==> src/rtl/mem_access_stage.sv <==
// MIPS memory-access stage: EX/MEM -> data memory req/ack handshake -> MEM/WB register.
// Optional macro ALIGN_CHECK_EN adds misaligned-access detection and the misalign_o port.
module mem_access_stage #(
    parameter int unsigned DW = 32,
    parameter int unsigned RW = 5
) (
    input  logic          clk,
    input  logic          rst,
    input  logic          in_valid,
    input  logic [4:0]    in_ctrl,
    input  logic [DW-1:0] in_alu,
    input  logic [DW-1:0] in_wdata,
    input  logic [RW-1:0] in_rd,
    output logic          stall_o,
    output logic          mem_req,
    output logic          mem_we,
    output logic [DW-1:0] mem_addr,
    output logic [DW-1:0] mem_wdata,
    input  logic [DW-1:0] mem_rdata,
    input  logic          mem_ack,
    output logic          wb_valid,
    output logic [2:0]    wb_ctrl,
    output logic [DW-1:0] wb_rdata,
    output logic [DW-1:0] wb_alu,
    output logic [RW-1:0] wb_rd
`ifdef ALIGN_CHECK_EN
    ,
    output logic          misalign_o
`endif
);

    typedef enum logic [1:0] {
        IDLE   = 2'd0,
        ACCESS = 2'd1,
        RESP   = 2'd2
    } state_t;

    state_t        state_q, state_d;
    logic          req_q, req_d;
    logic          we_q, we_d;
    logic [DW-1:0] addr_q, addr_d;
    logic [DW-1:0] wdata_q, wdata_d;
    logic [DW-1:0] rdata_q, rdata_d;
    logic          wb_valid_q, wb_valid_d;
    logic [2:0]    wb_ctrl_q, wb_ctrl_d;
    logic [DW-1:0] wb_rdata_q, wb_rdata_d;
    logic [DW-1:0] wb_alu_q, wb_alu_d;
    logic [RW-1:0] wb_rd_q, wb_rd_d;
    logic          is_mem, misalign, memop;

    assign is_mem = in_valid & (in_ctrl[2] | in_ctrl[3]);
`ifdef ALIGN_CHECK_EN
    logic mis_q, mis_d;
    assign misalign   = is_mem & (in_alu[1:0] != 2'b00);
    assign misalign_o = mis_q;
`else
    assign misalign = 1'b0;
`endif
    // Misaligned accesses bypass the memory entirely and retire as plain pass-through.
    assign memop   = is_mem & ~misalign;
    assign stall_o = memop & (state_q != RESP);

    assign mem_req   = req_q;
    assign mem_we    = we_q;
    assign mem_addr  = addr_q;
    assign mem_wdata = wdata_q;
    assign wb_valid  = wb_valid_q;
    assign wb_ctrl   = wb_ctrl_q;
    assign wb_rdata  = wb_rdata_q;
    assign wb_alu    = wb_alu_q;
    assign wb_rd     = wb_rd_q;

    // State and pipeline registers
    always_ff @(posedge clk or posedge rst) begin
        if (rst) begin
            state_q    <= IDLE;
            req_q      <= 1'b0;
            we_q       <= 1'b0;
            addr_q     <= '0;
            wdata_q    <= '0;
            rdata_q    <= '0;
            wb_valid_q <= 1'b0;
            wb_ctrl_q  <= 3'b000;
            wb_rdata_q <= '0;
            wb_alu_q   <= '0;
            wb_rd_q    <= '0;
`ifdef ALIGN_CHECK_EN
            mis_q      <= 1'b0;
`endif
        end else begin
            state_q    <= state_d;
            req_q      <= req_d;
            we_q       <= we_d;
            addr_q     <= addr_d;
            wdata_q    <= wdata_d;
            rdata_q    <= rdata_d;
            wb_valid_q <= wb_valid_d;
            wb_ctrl_q  <= wb_ctrl_d;
            wb_rdata_q <= wb_rdata_d;
            wb_alu_q   <= wb_alu_d;
            wb_rd_q    <= wb_rd_d;
`ifdef ALIGN_CHECK_EN
            mis_q      <= mis_d;
`endif
        end
    end

    // Next-state, memory-side latches and MEM/WB next values
    always_comb begin
        state_d    = state_q;
        we_d       = we_q;
        addr_d     = addr_q;
        wdata_d    = wdata_q;
        rdata_d    = rdata_q;
        wb_valid_d = 1'b0;
        wb_ctrl_d  = 3'b000;
        wb_rdata_d = wb_rdata_q;
        wb_alu_d   = wb_alu_q;
        wb_rd_d    = wb_rd_q;
`ifdef ALIGN_CHECK_EN
        mis_d      = 1'b0;
`endif

        unique case (state_q)
            IDLE: begin
                if (memop) begin
                    state_d = ACCESS;
                    we_d    = ~in_ctrl[2];
                    addr_d  = {in_alu[DW-1:2], 2'b00};
                    wdata_d = in_wdata;
                end
            end
            ACCESS: begin
                if (mem_ack) begin
                    rdata_d = mem_rdata;
                    state_d = RESP;
                end
            end
            RESP: begin
                state_d    = IDLE;
                wb_rdata_d = rdata_q;
            end
            default: state_d = IDLE;
        endcase

        req_d = (state_d == ACCESS);

        if (!stall_o) begin
            wb_valid_d = in_valid;
            wb_ctrl_d  = in_valid ? {in_ctrl[4], in_ctrl[1], in_ctrl[0] & ~misalign} : 3'b000;
            wb_alu_d   = in_alu;
            wb_rd_d    = in_rd;
`ifdef ALIGN_CHECK_EN
            mis_d      = misalign;
`endif
        end
    end

endmodule

==> config.mk <==
export PLATFORM = sky130hd
export DESIGN_NAME = mem_access_stage
export DESIGN_NICKNAME = d
export VERILOG_FILES = /design/src/rtl/mem_access_stage.sv
export SDC_FILE = /design/constraint.sdc
export NUM_CORES = 1
export LEC_CHECK = 0
export ABC_AREA = 1
export CORE_MARGIN = 4
export CORE_UTILIZATION = 35
export DETAILED_ROUTE_END_ITERATION = 8
export PLACE_DENSITY = 0.68
export SETUP_SLACK_MARGIN = 0.05
export SLEW_MARGIN = 5
export SYNTH_ARGS = -nofsm -noshare
export SYNTH_HDL_FRONTEND = slang
export SYNTH_SLANG_ARGS = --single-unit
==> constraint.sdc <==
create_clock -name clk -period 6.2 [get_ports clk]
set_input_delay 1.55 -clock clk [delete_from_list [all_inputs] [get_ports clk]]
set_output_delay 1.55 -clock clk [all_outputs]
set_load 0.01 [all_outputs]
# Word-level counts from Yosys, hierarchy flattened
# Cells that the tools add are included.
# totals
inputBits,110
elab_cells,28
ff_bits,171
output_inout_bits,140
# op_classes
bitwise,4
n_reduce_logical,3
eq_ne,4
muxes,6
# op_table
operator,count
2-to-1 mux 3 bit,2
"equality test 2 x 1 -> 1 bit, second input constant",2
2-to-1 mux 2 bit,2
case mux 2 bit (2 select lines),1
AND reduction 2 bit,2
AND 1 bit,2
"equality test 2 bit, second input constant",1
zero test 2 bit,1
"!= test 2 bit, second input constant",1
2-to-1 mux 1 bit,1
NOT 1 bit,1
bitwise OR 1 bit,1

# Depth between registers and ports, before layout
# Gate-level depths: netlist of the first run.
# logic_depth
depth_word,5
ltp_mapped,7
depth_no_buf,5

# Least setup slack after synthesis of the first run
# Ideal clock, no wire load.
# synth_timing
path_type,input -> output
startpoint,in in_ctrl[2]
endpoint,out stall_o
required_time_ps,4650
path_buffers,0
stages,4
slack_ps,2770
t_arrival_ps,1880
cell_sequence,inv_1 nand2_1 nand3_1 inv_1
# synth_between
elab_chain_len,3
# synth_rtl
item,line,rtl
"start, declared",10,"input logic [4:0] in_ctrl,"
bitwise OR 1 bit,51,assign is_mem = in_valid & (in_ctrl[2] | in_ctrl[3]);
AND 1 bit,51,
AND 1 bit,61,assign stall_o = memop & (state_q != RESP);
"end, declared",14,"output logic stall_o,"
# No other way between the ends.

# Final worst setup path of the first run
# layout_timing
startpoint,in in_valid
endpoint,out stall_o
# layout_between
elab_chain_len,2
# layout_rtl
item,line,rtl
"start, declared",9,"input logic in_valid,"
AND 1 bit,51,
AND 1 bit,61,
# No other way between the ends.

==> implementation parameters, run 1 <==
Parameter                              Value

Logic synthesis
  Yosys Warn Count ... 0
  Flip-flop and latch count after synthesis ... about 170
  Portion of netlist area occupied by mux cells ... 0%
  Distinct cell type count of the synthesized netlist ... 12
  Top cell type by total area after synthesis ... dfrtp_1
  Post-synthesis compound-gate area fraction ... less than 1%
  Largest family of logic cells by synthesized area ... simple AND/OR/NAND/NOR gates
  Area share of and/or/nand/nor cells after synthesis ... 30.7%
  Xor and xnor area share after synthesis ... 0%
  Post-Synthesis Cell Area ... about 6700 um^2
  Top cells by area in the synthesized netlist ... dfrtp_1 64%, nand2_1 23%, nand3_1 7.7%, buf_6 1.7%, buf_2 1.2%
  Post-synthesis adder-cell area fraction ... 0%
  Post-synthesis instance total ... 742
  Sequential-to-total area share from yosys stat ... between 60 and 70%
  Top cell type's share of synthesized area ... roughly 64%
  Avg Cell Area, Syn ... ~9 um^2

Detailed routing
  Number of vias per cell after detailed routing ... around 4.7
  Via count ... 5694
  Post-route antenna net violation count ... 0
  Number of DRC markers in iteration 0 ... about 330
  DRC viols ... 0
  Number of detailed-routing iterations run before antenna repair ... 4
  Final wirelength ... 19.7 mm
  Routed len/inst ... roughly 16 um

Clocking
  Clock buffer count from CTS ... 17
  Number of sinks on the clock net ... roughly 170
  H-Tree Depth ... 4
  CTS-repair resized insts ... 0
  Worst-path clk slew ... 0.07 ns
  Clock latency at the later pin of the worst-skew pair ... ~0.42 ns
  TritonCTS clock tree ... built
  Bufs on Longest Clock Path ... 2
  Setup fix buffers added after clock tree synthesis ... 0
  Number of hold buffers added after CTS ... 0
  Root buf cell ... clkbuf_16

Critical path
  Number of buffers and inverters on the critical path ... 3
  Worst EP arrival ... ~3 ns
  Cells along the critical path ... clkdlybuf4s50_1, nand3_2, inv_1, clkdlybuf4s50_1
  Worst r2r path cells ... 5
  Crit-path slowest cell ... clkdlybuf4s50_1
  Crit path capture type ... output port
  RR Endpoint ... mem_addr[8]$_DFFE_PP0P_
  Critical Path Start Type ... primary input
  Source of the worst register-to-register timing path ... state_q[0]$_DFF_PP0_
  Setup slack, reg-to-reg ... between 4 and 5 ns
  Worst endpoint required time ... 4.65 ns
  Family of cells with the greatest summed delay on the critical path ... buffers and inverters
  Cell mode on critical path ... clkdlybuf4s50_1
  Category of the most critical setup path ... primary input to output port
  Largest stage delay, worst path ... ~0.64 ns
  Maximum fanout count along the critical path ... 6

Timing
  Layout Skew ... approximately 0.011 ns
  Actual slew at the worst max-slew pin ... around 1.0 ns
  Slew HR ... around 30%
  RSZ-0062 raised after global routing ... no
  Worst path setup slack after routing ... around 1.7 ns
  Final Critical Period ... approximately 4.5 ns
  Endpoints failing hold ... 0
  Total negative slack for setup checks ... 0 ns
  Ratio of final minimum period to clock period ... between 70% and 80%
  Max Transition Viols Final ... 0
  Total setup violations reported at the end of the flow ... 0
  FMAX ... around 220 MHz

Layout
  Area of the multi-input gates ... 2080 um^2
  Number of standard cells in the layout, taps in and fillers out ... 1220
  Most common library cell in the layout ignoring fill and taps ... nand2_1
  Area added between synthesis and finish ... 47.2%
  Most frequent cells in the layout ... 400 x nand2_1, 247 x clkdlybuf4s50_1, 171 x dfrtp_1
  FF/Latch Area ... roughly 4300 um^2
  Share of final-layout standard cells stronger than drive strength 1 ... approximately 4.7%
  Diodes inserted ... 0
  Total Nets Final ... about 1100
  Number of fillers in the final layout ... 1738

Global routing
  Number of global-route vias before repair ... between 5000 and 6000
  Overall track demand over capacity in global routing ... a little under a fifth
  Leftover overflow at the end of global routing ... 0
  Pin count of the biggest net entering global routing ... between 90 and 100
  Wire length of the first global-routing pass ... 32.1 mm
  Antenna violations before repair ... 0

Power and ir drop
  Sequential power share ... between 40% and 50%
  Fraction of power consumed by the clock network ... 25.5%
  Internal Pwr Total ... 2730 uW
  Relative contribution of combinational cells to total power ... around 33%
  Maximum vdd ir drop ... between 150 and 200 uV
  Cell leakage power ... roughly 0.0049 uW
  NetSw ... ~1300 uW
  Fraction of power spent switching nets ... about a third
  Power Total ... approximately 4000 uW
  Power per standard cell area ... around 410 nW/um^2

Die
  Die span in x ... 146 um
  Die Outline Area ... around 21000 um^2
  Die height ... about 150 um
  Starting utilization of the core area ... between 30% and 40%
  Core Footprint ... 18700 um^2
  FP Rows ... 50
  Total I/O pin count ... 250

Place
  DP Worst Slack ... 1.72 ns
  Routability cong. ... approximately 0.74
  Port Buffer Count ... around 250
  DP HPWL ... ~13 mm
  Placed Cells incl. Taps ... roughly 1200

Run status
  Run status ... finished clean

Hold path
  Worst min-delay path class ... flip-flop to flip-flop
  Hold endpoint ... wb_rdata[23]$_DFFE_PP0P_
  Hold depth ... 2
  Start point of the worst hold path ... rdata_q[23]$_DFFE_PP0P_

Job
  Count of maximum capacitance violations ... 0
[metrics by stage]
step                      area, um^2  utilization, %  hold slack, ns
after floorplan                 6680               -           0.442
after global placement          9270            49.5           0.448
after detailed placement        9270            49.5           0.453
after CTS                       9820            52.5           0.473
after global routing            9820            52.5           0.486
final                           9820            52.5           0.467
[cell usage after synthesis (all sizes together)]
library cell,count
conb,1
nand3,103
nor2,4
clkbuf,16
nand2,401
dfrtp,171
buf,29
o21ai,2
inv,15
[per-layer routing]
layer	part of all wire (%)	global-route usage [%]	vias up
li1	-	-	2763
met1	44	24.2	2716
met2	45	29.4	199
met3	10	7.64	16
met4	0.91	4.80	0
met5	0	0	-
[flip-flops by register name, summed over array words and instances, names as in the netlist]
register	count
mem_wdata	32
rdata_q	32
wb_alu	32
wb_rdata	32
mem_addr	30
wb_rd	5
wb_ctrl	3
state_q	2
mem_req	1
mem_we	1
wb_valid	1
[worst min-delay path, cell delays in order, from the launching register on]
cell,delay (ns)
dfrtp_1,0.34
nand2_1,0.05
nand2_1,0.04
[worst max path at each step]
| stage | start | endpoint | slack [ns] | cells after the start |
|---|---|---|---|---|
| floorplan | rst | mem_addr[10]$_DFFE_PP0P_ | 2.47 | 1 |
| global placement | in_ctrl[3] | stall_o | 1.73 | 6 |
| detailed placement | in_valid | stall_o | 1.72 | 4 |
| CTS | in_valid | stall_o | 1.72 | 4 |
| global route | in_valid | stall_o | 1.63 | 4 |
| finish | in_valid | stall_o | 1.71 | 4 |
[cell families (layout without fill, tap and decap cells)]
logic type	count (synthesis)	count (layout)
flip-flops	171	171
AO/OA/AOI/OAI	2	2
buffers and inverters	60	303
AND/OR/NAND/NOR	508	508
other	1	2
[layout make-up]
| type | instances | area share [%] |
|---|---|---|
| clock inverters | 13 | 1.18 |
| inverters | 15 | 0.611 |
| repair buffers | 256 | 26.0 |
| multi-input cells | 512 | 21.2 |
| flip-flops and latches | 171 | 43.6 |
| clock buffers | 19 | 4.51 |
| well taps | 234 | 2.98 |
[power groups by stage]
stage                     clock [uW]  sequential, uW  combinational, uW
after global routing            1100            1730               1440
after detailed placement           0            1690               1330
final                           1020            1680               1310
after global placement             0            1690               1310
after floorplan                    0            1800                433
after CTS                       1050            1680               1340
Power figures use the tool's default switching activity.
==> run 2: changes to the inputs <==
==> constraint.sdc (replaced) <==
create_clock -name clk -period 3.9 [get_ports clk]
set_input_delay 0.975 -clock clk [delete_from_list [all_inputs] [get_ports clk]]
set_output_delay 0.975 -clock clk [all_outputs]
set_load 0.01 [all_outputs]
==> implementation parameters, run 2 (synthesis results as in run 1) <==
Parameter                              Value

Global routing
  Wire length of the first global-routing pass ... 31.6 mm (was 32.1 mm)
  Pin count of the biggest net entering global routing ... 84 (was 91)
  Overall track demand over capacity in global routing ... 18.5% (was 18.7%)
  Number of global-route vias before repair ... 5734 (was 5735)
  Leftover overflow at the end of global routing ... 0 (unchanged)
  Antenna violations before repair ... 0 (unchanged)

Layout
  Share of final-layout standard cells stronger than drive strength 1 ... 5.34% (was 4.67%)
  Diodes inserted ... 0 (unchanged)
  Most frequent cells in the layout ... 400 x nand2_1, 247 x clkdlybuf4s50_1, 171 x dfrtp_1 (unchanged)
  Most common library cell in the layout ignoring fill and taps ... nand2_1 (unchanged)
  Area added between synthesis and finish ... 49.3% (was 47.2%)
  Total Nets Final ... 1090 (was 1083)

Clocking
  Setup fix buffers added after clock tree synthesis ... 0 (unchanged)
  Clock buffer count from CTS ... 17 (unchanged)
  H-Tree Depth ... 4 (unchanged)
  Number of sinks on the clock net ... 171 (unchanged)
  CTS-repair resized insts ... 0 (unchanged)
  Bufs on Longest Clock Path ... 2 (unchanged)
  TritonCTS clock tree ... built (unchanged)
  Worst-path clk slew ... 0.07 ns (about the same)
  Clock latency at the later pin of the worst-skew pair ... 0.42 ns (about the same)
  Number of hold buffers added after CTS ... 0 (unchanged)
  Root buf cell ... clkbuf_16 (unchanged)

Place
  Routability cong. ... 0.745 (was 0.737)
  Port Buffer Count ... 247 (unchanged)
  DP HPWL ... 13.2 mm (was 13.1 mm)
  DP Worst Slack ... 0.581 ns (was 1.72 ns)

Critical path
  Worst EP arrival ... 2.34 ns (was 2.94 ns)
  Category of the most critical setup path ... primary input to output port (unchanged)
  Critical Path Start Type ... primary input (unchanged)
  Crit path capture type ... output port (unchanged)
  Maximum fanout count along the critical path ... 2 (was 6)
  Worst endpoint required time ... 2.92 ns (was 4.65 ns)

Die
  Starting utilization of the core area ... 35.7% (unchanged)
  Die span in x ... 146 um (unchanged)
  Die height ... 146 um (unchanged)
  Total I/O pin count ... 250 (unchanged)
  Die Outline Area ... 21300 um^2 (unchanged)
  FP Rows ... 50 (unchanged)
  Core Footprint ... 18700 um^2 (unchanged)

Detailed routing
  Routed len/inst ... 16.1 um (about the same)
  Post-route antenna net violation count ... 0 (unchanged)
  Number of DRC markers in iteration 0 ... 260 (was 327)
  Number of vias per cell after detailed routing ... 4.64 (was 4.67)
  DRC viols ... 0 (unchanged)
  Via count ... 5698 (was 5694)
  Final wirelength ... 19.8 mm (was 19.7 mm)
  Number of detailed-routing iterations run before antenna repair ... 4 (unchanged)

Timing
  FMAX ... around 300 MHz
  Ratio of final minimum period to clock period ... between 80% and 90%
  Layout Skew ... 0.00805 ns (was 0.0114 ns)
  RSZ-0062 raised after global routing ... no (unchanged)
  Total negative slack for setup checks ... 0 ns (unchanged)
  Slew HR ... 28.1% (was 30.7%)
  Endpoints failing hold ... 0 (unchanged)
  Final Critical Period ... approximately 3.3 ns
  Actual slew at the worst max-slew pin ... 1.08 ns (was 1.04 ns)
  Worst path setup slack after routing ... 0.581 ns (was 1.71 ns)
  Max Transition Viols Final ... 0 (unchanged)
  Worst hold slack ... 0.470 ns (was 0.467 ns)
  Total setup violations reported at the end of the flow ... 0 (unchanged)

Job
  Count of maximum capacitance violations ... 0 (unchanged)

Power and ir drop
  Maximum vdd ir drop ... 385 uV (was 191 uV)
  Cell leakage power ... 0.00499 uW (was 0.00492 uW)
  Power per standard cell area ... 656 nW/um^2 (was 408 nW/um^2)

Hold path
  Worst min-delay path class ... flip-flop to flip-flop (unchanged)

Run status
  Run status ... finished clean (unchanged)
==> run 2: worst max-delay path: stages <==
cell and delay (ns):
clkdlybuf4s50_1 0.50, inv_1 0.05, nand2_1 0.12, nand3_2 0.09, inv_1 0.08, clkdlybuf4s50_1 0.53
==> run 2: worst paths after layout <==
kind                                          from                  endpoint  slack (ns)  cells past startpoint
setup / recovery                        in_ctrl[3]                   stall_o        0.58                      6
hold reg to reg            rdata_q[26]$_DFFE_PP0P_  wb_rdata[26]$_DFFE_PP0P_        0.47                      2
hold / removal             rdata_q[26]$_DFFE_PP0P_  wb_rdata[26]$_DFFE_PP0P_        0.47                      2
min in group asynchronous                      rst  wb_rdata[27]$_DFFE_PP0P_        1.12                      2
setup reg to reg              state_q[1]$_DFF_PP0_  mem_wdata[5]$_DFFE_PP0P_        2.06                      5
max in group asynchronous                      rst    rdata_q[5]$_DFFE_PP0P_        2.03                      3
==> run 2: layout make-up <==
| cell class | count | area [um^2] |
|---|---|---|
| tap | 234 | 293 |
| sequential | 171 | 4280 |
| inverter | 15 | 60.1 |
| timing repair buffer | 263 | 2640 |
| fill | 1713 | 8740 |
| clock buffer | 18 | 429 |
| clock inverter | 14 | 184 |
| multi-input combinational | 512 | 2080 |
==> run 2: stage by stage <==
step           utilization, %  total power [uW]  cell area [um^2]  cells
2_1_floorplan               -              3550              6680    743
3_3_place_gp             50.0              4780              9360   1195
5_1_grt                  53.3              6940              9970   1227
3_5_place_dp             50.0              4820              9360   1195
6_report                 53.3              6540              9970   1227
4_1_cts                  53.3              6620              9970   1227
==> run 2: where the power goes <==
| group | total [uW] | internal, uW | switching (uW) | leakage [uW] |
|---|---|---|---|---|
| Sequential | 2680 | 2350 | 326 | 0.00212 |
| Combinational | 2100 | 1100 | 999 | 0.00257 |
| Clock | 1760 | 1020 | 743 | 0.000292 |
| Total | 6540 | 4470 | 2070 | 0.00499 |
==> run 2: per-layer routing <==
| metal | track usage (%) | vias to the layer above | part of all wire (%) |
|---|---|---|---|
| li1 | - | 2776 | - |
| met5 | 0 | - | 0 |
| met3 | 7.42 | 13 | 9.1 |
| met4 | 4.61 | 0 | 0.83 |
| met2 | 28.9 | 192 | 45 |
| met1 | 24.2 | 2717 | 45 |
==> run 3: changes to the inputs <==
--- a/config.mk
+++ b/config.mk
@@ -7,9 +7,9 @@
 export LEC_CHECK = 0
 export ABC_AREA = 1
 export CORE_MARGIN = 4
-export CORE_UTILIZATION = 35
+export CORE_UTILIZATION = 44
 export DETAILED_ROUTE_END_ITERATION = 8
-export PLACE_DENSITY = 0.68
+export PLACE_DENSITY = 0.8
 export SETUP_SLACK_MARGIN = 0.05
 export SLEW_MARGIN = 5
 export SYNTH_ARGS = -nofsm -noshare
==> constraint.sdc (replaced) <==
create_clock -name clk -period 3.4 [get_ports clk]
set_input_delay 0.85 -clock clk [delete_from_list [all_inputs] [get_ports clk]]
set_output_delay 0.85 -clock clk [all_outputs]
set_load 0.01 [all_outputs]
==> implementation parameters, run 3 (synthesis results as in run 1) <==
Parameter                              Value

Die
  Total I/O pin count ... 250 (unchanged)
  Core Footprint ... 14700 um^2 (was 18700 um^2)
  Die span in x ... 131 um (was 146 um)
  FP Rows ... 44 (was 50)
  Starting utilization of the core area ... 45.4% (was 35.7%)
  Die height ... 131 um (was 146 um)
  Die Outline Area ... 17200 um^2 (was 21300 um^2)

Timing
  Layout Skew ... 0.00903 ns (was 0.00805 ns)
  Total negative slack for setup checks ... 0 ns (unchanged)
  Total setup violations reported at the end of the flow ... 0 (unchanged)
  Endpoints failing hold ... 0 (unchanged)
  RSZ-0062 raised after global routing ... no (unchanged)
  Worst path setup slack after routing ... 0.304 ns (was 0.581 ns)
  Actual slew at the worst max-slew pin ... 1.04 ns (was 1.08 ns)
  Final Critical Period ... 3.10 ns
  Slew HR ... 30.6% (was 28.1%)
  Max Transition Viols Final ... 0 (unchanged)
  Ratio of final minimum period to clock period ... ~90%
  FMAX ... 323 MHz

Hold path
  Hold depth ... 2 (unchanged)
  Hold endpoint ... wb_rdata[9]$_DFFE_PP0P_ (was wb_rdata[26]$_DFFE_PP0P_)
  Worst min-delay path class ... flip-flop to flip-flop (unchanged)
  Start point of the worst hold path ... rdata_q[9]$_DFFE_PP0P_ (was rdata_q[26]$_DFFE_PP0P_)

Detailed routing
  Via count ... 5743 (was 5698)
  Routed len/inst ... 16.3 um (was 16.1 um)
  DRC viols ... 0 (unchanged)
  Number of detailed-routing iterations run before antenna repair ... 5 (was 4)
  Post-route antenna net violation count ... 0 (unchanged)
  Final wirelength ... 19.1 mm (was 19.8 mm)
  Number of vias per cell after detailed routing ... 4.90 (was 4.64)
  Number of DRC markers in iteration 0 ... 371 (was 260)

Global routing
  Antenna violations before repair ... 1 (was 0)
  Overall track demand over capacity in global routing ... 22.3% (was 18.5%)
  Pin count of the biggest net entering global routing ... 142 (was 84)
  Number of global-route vias before repair ... 5713 (was 5734)
  Fraction of met1 tracks used by global routing ... 28.9% (was 24.2%)
  Leftover overflow at the end of global routing ... 0 (unchanged)
  Met3 track demand over resource ... 8.98% (was 7.42%)
  M2 GR Usage ... 35.0% (was 28.9%)
  Wire length of the first global-routing pass ... 30.9 mm (was 31.6 mm)
  Peak-usage layer in the global routing report ... met2 (unchanged)

Power and ir drop
  Power per standard cell area ... 760 nW/um^2 (was 656 nW/um^2)
  Maximum vdd ir drop ... 514 uV (was 385 uV)
  Cell leakage power ... 0.00496 uW (was 0.00499 uW)

Run status
  Run status ... finished clean (unchanged)

Layout
  Most common library cell in the layout ignoring fill and taps ... nand2_1 (unchanged)
  Most frequent cells in the layout ... 400 x nand2_1, 247 x clkdlybuf4s50_1, 171 x dfrtp_1 (unchanged)
  Share of final-layout standard cells stronger than drive strength 1 ... 4.96% (was 5.34%)
  Total Nets Final ... 1085 (was 1090)
  Diodes inserted ... 0 (unchanged)
  Area added between synthesis and finish ... 47.6% (was 49.3%)
  Number of fillers in the final layout ... 1165 (was 1713)
  FF/Latch Area ... 4280 um^2 (unchanged)
  Utilization after layout ... 67.0% (was 53.3%)
  Number of standard cells in the layout, taps in and fillers out ... 1172 (was 1227)
  Area of the multi-input gates ... 2080 um^2 (unchanged)

Clocking
  Clock buffer count from CTS ... 17 (unchanged)
  Number of sinks on the clock net ... 171 (unchanged)
  Root buf cell ... clkbuf_16 (unchanged)
  Clock latency at the later pin of the worst-skew pair ... 0.43 ns (was 0.42 ns)
  H-Tree Depth ... 4 (unchanged)
  Number of hold buffers added after CTS ... 0 (unchanged)
  TritonCTS clock tree ... built (unchanged)
  Worst-path clk slew ... 0.06 ns (was 0.07 ns)
  Bufs on Longest Clock Path ... 2 (unchanged)
  Setup fix buffers added after clock tree synthesis ... 0 (unchanged)
  CTS-repair resized insts ... 0 (unchanged)

Critical path
  Worst EP arrival ... 2.25 ns (was 2.34 ns)
  Critical Path Start Type ... primary input (unchanged)
  Maximum fanout count along the critical path ... 2 (unchanged)
  Source of the worst register-to-register timing path ... state_q[0]$_DFF_PP0_ (was state_q[1]$_DFF_PP0_)
  Setup slack, reg-to-reg ... 1.73 ns (was 2.06 ns)
  Category of the most critical setup path ... primary input to output port (unchanged)
  RR Endpoint ... wb_rdata[6]$_DFFE_PP0P_ (was mem_wdata[5]$_DFFE_PP0P_)
  Launch point of the worst path ... in_ctrl[2] (was in_ctrl[3])
  Crit path capture type ... output port (unchanged)
  Worst r2r path cells ... 5 (unchanged)
  Worst endpoint required time ... 2.55 ns (was 2.92 ns)

Job
  Count of maximum capacitance violations ... 0 (unchanged)

Place
  DP HPWL ... 12.5 mm (was 13.2 mm)
  Routability cong. ... 0.774 (was 0.745)
  Placed Cells incl. Taps ... 1140 (was 1195)
  Port Buffer Count ... 247 (unchanged)
  DP Worst Slack ... 0.303 ns (was 0.581 ns)
[run 3: changes by cell type in the layout (fill, tap and decap cells not counted)]
| cell | delta |
|---|---|
| clkbuf_1 | -1 |
| inv_6 | +2 |
| buf_12 | -1 |
| clkinv_4 | -5 |
| inv_8 | +1 |
| buf_4 | -4 |
| clkinv_2 | +2 |
| clkinvlp_4 | +1 |
[run 3: final cells by class]
type                       count  area share, %
sequential                   171           43.4
timing repair buffer         258           26.3
multi-input combinational    512           21.1
clock buffer                  17           4.32
tap                          184           2.34
clock inverter                15           1.89
inverter                      15          0.609
[run 3: worst max-delay path, cell delays in order]
cell,delay (ns)
clkdlybuf4s50_1,0.48
inv_1,0.06
nand2_1,0.13
nand3_2,0.09
inv_1,0.08
clkdlybuf4s50_1,0.55
[run 3: worst max path at each step]
stage | end
after global routing | stall_o
after detailed placement | stall_o
final | stall_o
after CTS | stall_o
after floorplan | mem_addr[10]$_DFFE_PP0P_
after global placement | stall_o
[run 3: stage by stage]
stage | total power (uW) | area, um^2 | hold slack (ns)
after floorplan | 4080 | 6680 | 0.442
after global placement | 5450 | 9240 | 0.448
after detailed placement | 5500 | 9240 | 0.454
after CTS | 7570 | 9850 | 0.470
after global routing | 7920 | 9850 | 0.490
final | 7490 | 9850 | 0.467
[run 3: layer usage]
metal	part of all wire (%)	vias up
met5	0.084	-
met1	41	2720
met3	9.4	27
met4	1.7	2
met2	48	228
li1	-	2766
[run 3: power breakdown]
group,switching (uW),internal [uW],leakage (uW)
sequential,372,2700,0.00212
clock,853,1170,0.000293
combinational,1140,1260,0.00254
total,2370,5130,0.00496
